[src/rtl/periph_idx_demux.sv]
// periph_idx_demux: steers one master request to an indexed peripheral port and returns responses in issue order
module periph_idx_demux #(
  parameter int ADDR_WIDTH      = 32,
  parameter int DATA_WIDTH      = 32,
  parameter int N_OUPS          = 8,
  parameter int MAX_OUTSTANDING = 4
) (
  input  logic                         clk_i,
  input  logic                         rst_ni,
  input  logic                         data_req_i,
  input  logic [ADDR_WIDTH-1:0]        data_add_i,
  input  logic                         data_wen_i,
  input  logic [DATA_WIDTH-1:0]        data_wdata_i,
  input  logic [DATA_WIDTH/8-1:0]      data_be_i,
  input  logic [$clog2(N_OUPS):0]      pe_idx_i,
  output logic                         data_gnt_o,
  output logic                         data_r_valid_o,
  output logic [DATA_WIDTH-1:0]        data_r_rdata_o,
  output logic                         data_r_opc_o,
  output logic [N_OUPS-1:0]            per_req_o,
  output logic [ADDR_WIDTH-1:0]        per_add_o,
  output logic                         per_wen_o,
  output logic [DATA_WIDTH-1:0]        per_wdata_o,
  output logic [DATA_WIDTH/8-1:0]      per_be_o,
  input  logic [N_OUPS-1:0]            per_gnt_i,
  input  logic [N_OUPS-1:0]            per_r_valid_i,
  input  logic [N_OUPS*DATA_WIDTH-1:0] per_r_rdata_i,
  input  logic [N_OUPS-1:0]            per_r_opc_i,
  output logic                         proto_err_o
);
  localparam int SW = $clog2(N_OUPS);
  localparam int IW = SW + 1;
  localparam int PW = MAX_OUTSTANDING > 1 ? $clog2(MAX_OUTSTANDING) : 1;
  localparam int CW = $clog2(MAX_OUTSTANDING + 1);
  localparam logic [CW-1:0] MAX_CNT = CW'(MAX_OUTSTANDING);
  localparam logic [PW-1:0] LAST = PW'(MAX_OUTSTANDING - 1);
  localparam logic [DATA_WIDTH-1:0] ERR_DATA = DATA_WIDTH'(32'hBADACCE5);

  logic [SW-1:0]     fifo_idx [MAX_OUTSTANDING];
  logic              fifo_err [MAX_OUTSTANDING];
  logic [PW-1:0]     wr_ptr, rd_ptr, wr_ptr_n, rd_ptr_n;
  logic [CW-1:0]     count, count_n;
  logic              full, empty, idx_ok, push, pop;
  logic              head_err, resp_ok, err_q, err_n;
  logic [SW-1:0]     sel, head_sel;
  logic [N_OUPS-1:0] expect_rv;

  // Request path: zero-latency steering, blocked entirely while the index FIFO is full
  always_comb begin
    full       = count == MAX_CNT;
    empty      = count == '0;
    idx_ok     = pe_idx_i < IW'(N_OUPS);
    sel        = pe_idx_i[SW-1:0];
    per_req_o  = (rst_ni && !full && idx_ok && data_req_i) ? N_OUPS'(1) << sel : '0;
    data_gnt_o = rst_ni && !full && (idx_ok ? per_gnt_i[sel] : data_req_i);
    per_add_o  = rst_ni ? data_add_i : '0;
    per_wen_o  = rst_ni && data_wen_i;
    per_wdata_o = rst_ni ? data_wdata_i : '0;
    per_be_o   = rst_ni ? data_be_i : '0;
    push       = data_req_i && data_gnt_o;
  end

  // Response path: head entry selects the returning port; error heads answer from the local register
  always_comb begin
    head_sel       = fifo_idx[rd_ptr];
    head_err       = fifo_err[rd_ptr];
    resp_ok        = !empty && !head_err && per_r_valid_i[head_sel];
    data_r_valid_o = err_q || resp_ok;
    data_r_rdata_o = err_q ? ERR_DATA : resp_ok ? per_r_rdata_i[head_sel*DATA_WIDTH +: DATA_WIDTH] : '0;
    data_r_opc_o   = err_q || (resp_ok && per_r_opc_i[head_sel]);
    pop            = data_r_valid_o;
    expect_rv      = (!empty && !head_err) ? N_OUPS'(1) << head_sel : '0;
  end

  // Next FIFO state; err_n looks ahead at the head after this edge, including a same-cycle push into it
  always_comb begin
    count_n  = count + CW'(push) - CW'(pop);
    wr_ptr_n = push ? (wr_ptr == LAST ? '0 : wr_ptr + 1'b1) : wr_ptr;
    rd_ptr_n = pop ? (rd_ptr == LAST ? '0 : rd_ptr + 1'b1) : rd_ptr;
    err_n    = (count_n != '0) && ((push && rd_ptr_n == wr_ptr) ? !idx_ok : fifo_err[rd_ptr_n]);
  end

  // Control state: occupancy, pointers, local error response and sticky protocol error
  always_ff @(posedge clk_i or negedge rst_ni) begin
    if (!rst_ni) begin
      count       <= '0;
      wr_ptr      <= '0;
      rd_ptr      <= '0;
      err_q       <= 1'b0;
      proto_err_o <= 1'b0;
    end else begin
      count       <= count_n;
      wr_ptr      <= wr_ptr_n;
      rd_ptr      <= rd_ptr_n;
      err_q       <= err_n;
      proto_err_o <= proto_err_o | (|(per_r_valid_i & ~expect_rv));
    end
  end

  // Index storage needs no reset: entries are only read while counted as occupied
  always_ff @(posedge clk_i) begin
    if (push) begin
      fifo_idx[wr_ptr] <= sel;
      fifo_err[wr_ptr] <= !idx_ok;
    end
  end
endmodule

[config.mk]
export PLATFORM = sky130hd
export DESIGN_NAME = periph_idx_demux
export DESIGN_NICKNAME = d
export VERILOG_FILES = /design/src/rtl/periph_idx_demux.sv
export SDC_FILE = /design/constraint.sdc
export NUM_CORES = 1
export LEC_CHECK = 0
export ABC_AREA = 1
export BUFFER_PORTS_ARGS = -buffer_cell sky130_fd_sc_hd__buf_2
export CAP_MARGIN = 25
export CORE_AREA = 2 2 185 187
export CTS_BUF_LIST = sky130_fd_sc_hd__clkbuf_16
export DETAILED_ROUTE_END_ITERATION = 8
export DIE_AREA = 0 0 187 189
export HOLD_SLACK_MARGIN = 0.15
export PLACE_DENSITY = 0.44
export SLEW_MARGIN = 20
export SYNTH_ARGS = -nofsm -noshare
export SYNTH_HDL_FRONTEND = slang
export SYNTH_SLANG_ARGS = --single-unit
[constraint.sdc]
create_clock -name clk_i -period 3.68 [get_ports clk_i]
set_clock_uncertainty 0.2 [all_clocks]
set_input_delay 0.736 -clock clk_i [delete_from_list [all_inputs] [get_ports clk_i]]
set_output_delay 0.736 -clock clk_i [all_outputs]
set_load 0.01 [all_outputs]
==> qor.csv <==
metric,value,unit
status,"complete, no violations",
antenna_found_initial,9,
antenna_left,0,
tritoncts,yes,
start_util,0.1160,
ys_ff_latch,25,
clock.fmax,288.5,MHz
synthTopCellsByArea,"o22ai_1, nand2_1, edfxtp_1",
yosysUniqueCellTypes,38,
syn_area,3860,µm²
post_drt_wl_per_cell,16.77,µm
synthFlopType,edfxtp_1,
yosysSeqAreaShare,0.1828,
fin_util,0.2076,
cts.hold.buffers_added,0,
dp_hpwl,21950,µm
yosysMostFrequentCell,nand2_1,
end_kind,output pin,
insertion_delay,0.26,ns
critPathLaunchType,flop,
worstMarginPinSlew,0.5995,ns
cts.path.max_buffers,2,
clk_pin_slew,0.06,ns
portBuffers,468,
synth_warnings,0,
synth_common_cells,"nand2_1, o22ai_1, inv_1",
hold_violations,0,
path_cells,buf_12 > nand2_2 > nand3_2 > nand2_4 > inv_1 > nand2_2 > buf_12 > o22ai_1 > o21ai_0 > nand2_1 > nor2_1 > buf_2,
wl,26090,µm
syn-num-nets,1022,
rows,67,
first_pass_iters,4,
nets,1469,
slew-limit-headroom,0.5994,
powerDensity,719.7,nW/µm²
grt_max_degree,79,
fp.dieH,189,µm
clockRootBuffer,clkbuf_16,
finalPower,4.972,mW
slew_viol_final,0,
num_vias,6454,
worstHoldPathType,reg2reg,
synth_top_area_share,0.2139,
grt_pass1_wl,38120,µm
path_class,reg2out,
crit_buf_inv,4,
dieArea,35340,µm²
gp_congestion,0.8441,
leakage,4.011,nW
drt_first_iter_violations,210,
crit_path_max_fanout,46,
cp_data_arrival_time,2.53,ns
die_w,187,µm
grt_setup_unrepaired,no,
setup_ws,0.2137,ns
period_share,0.9419,
fillers,3840,
areaGrowthSynthToFinish,78.96,%
syn_avg_cell_area,5.866,µm²
cts.sinks,25,
ir_worst_vdd,476.0,µV
num_io_pins,469,
core,33280,µm²
synth_area_leader_cell,o22ai_1,
first_global_vias,6603,
gr-usage-all-layers,0.1392,
htreeDepth,1,
period_needed,3.466,ns
crit_path_max_incr_delay,0.47,ns
async_flop_share,0.3600,
overflow,0,
setup_viol_count_final,0,
crit_slowest_cell,dfrtp_2,
tns,0,ns
drc,0,
drv_cap,0,
place_worst_setup_slack,0.1654,ns
critical-path-top-delay-family,simple AND/OR/NAND/NOR gates,
required,2.74,ns
cts_buffers,3,
routed_via_density,4.148,
synthCells,658,
synth-edff-count,16,
layout-drive-gt1-share,0.4810,
==> report_power, final <==
part / leakage (nW) / total [mW] / switching (mW) / internal (mW)
combinational: 3.72 / 4.30 / 2.71 / 1.59
sequential: 0.247 / 0.423 / 0.0589 / 0.364
clock: 0.0415 / 0.250 / 0.100 / 0.150
total: 4.01 / 4.97 / 2.87 / 2.10
==> flip-flops by register name (all words and copies together), names as in the netlist <==
name         cells
proto_err_o      1
wr_ptr           2
fifo_err         4
count            3
rd_ptr           2
fifo_idx        12
err_q            1
==> layer usage <==
| layer | track usage | vias to the layer above | wire (µm) |
|---|---|---|---|
| met1 | 0.1497 | 2904 | 9882 |
| met3 | 0.02224 | 31 | 1660 |
| li1 | - | 3163 | - |
| met5 | 0 | - | 27 |
| met4 | 0.03022 | 4 | 416 |
| met2 | 0.2817 | 352 | 14110 |
==> layout by cell type, fill, tap and decap left out, drive strengths merged, types with 7 or more instances in the layout <==
cell type  instances
inv              109
edfxtp            16
nand3             42
ha                 7
buf              490
dfrtp              9
o21ai             77
o22ai            132
nor2              34
nand2            165
==> logic make-up (layout without fill, tap and decap cells) <==
family	after synthesis	count (layout)	synth area share
compound gates	216	216	0.3293
xor+xnor	2	2	0.004539
fa+ha+maj	8	8	0.02788
buf+inv	156	602	0.1621
flops	25	25	0.1828
other cells	0	4	0
simple gates	251	251	0.2934
==> through the flow <==
step / cell area (µm²) / cells / hold WS [ns]
after global routing: 6905 / 1555 / 0.3187
after CTS: 6865 / 1550 / 0.3004
final: 6908 / 1556 / 0.2955
after detailed placement: 6780 / 1546 / 0.2780
after floorplan: 3860 / 658 / 0.2404
after global placement: 6780 / 1546 / 0.2777
==> what timing repair did <==
action,in CTS,in global routing
setup endpoints to repair,4,6
resized for setup,2,3
setup buffers,0,2
==> final timing paths <==
kind,endpoint,slack [ns],start,depth (start not counted)
hold reg to reg,count[2],0.30,count[1],1
setup reg to reg,err_q,0.49,rd_ptr[0],17
setup / recovery,data_r_rdata_o[13],0.21,rd_ptr[0],12
max in group asynchronous,rd_ptr[0],2.65,rst_ni,2
hold / removal,count[2],0.30,count[1],1
min in group asynchronous,wr_ptr[0],0.36,rst_ni,2
==> area by class of cell <==
cell class                 instances  area, µm²  area share
timing repair buffer             490       2595      0.3757
multi-input combinational        477       2544      0.3682
sequential                        25      706.9      0.1023
tap                              448      560.5     0.08114
inverter                         108      407.9     0.05905
clock buffer                       3      75.07     0.01087
antenna                            4      10.01    0.001449
clock inverter                     1      8.758    0.001268
No activity file was read; power rests on OpenSTA's default activity.
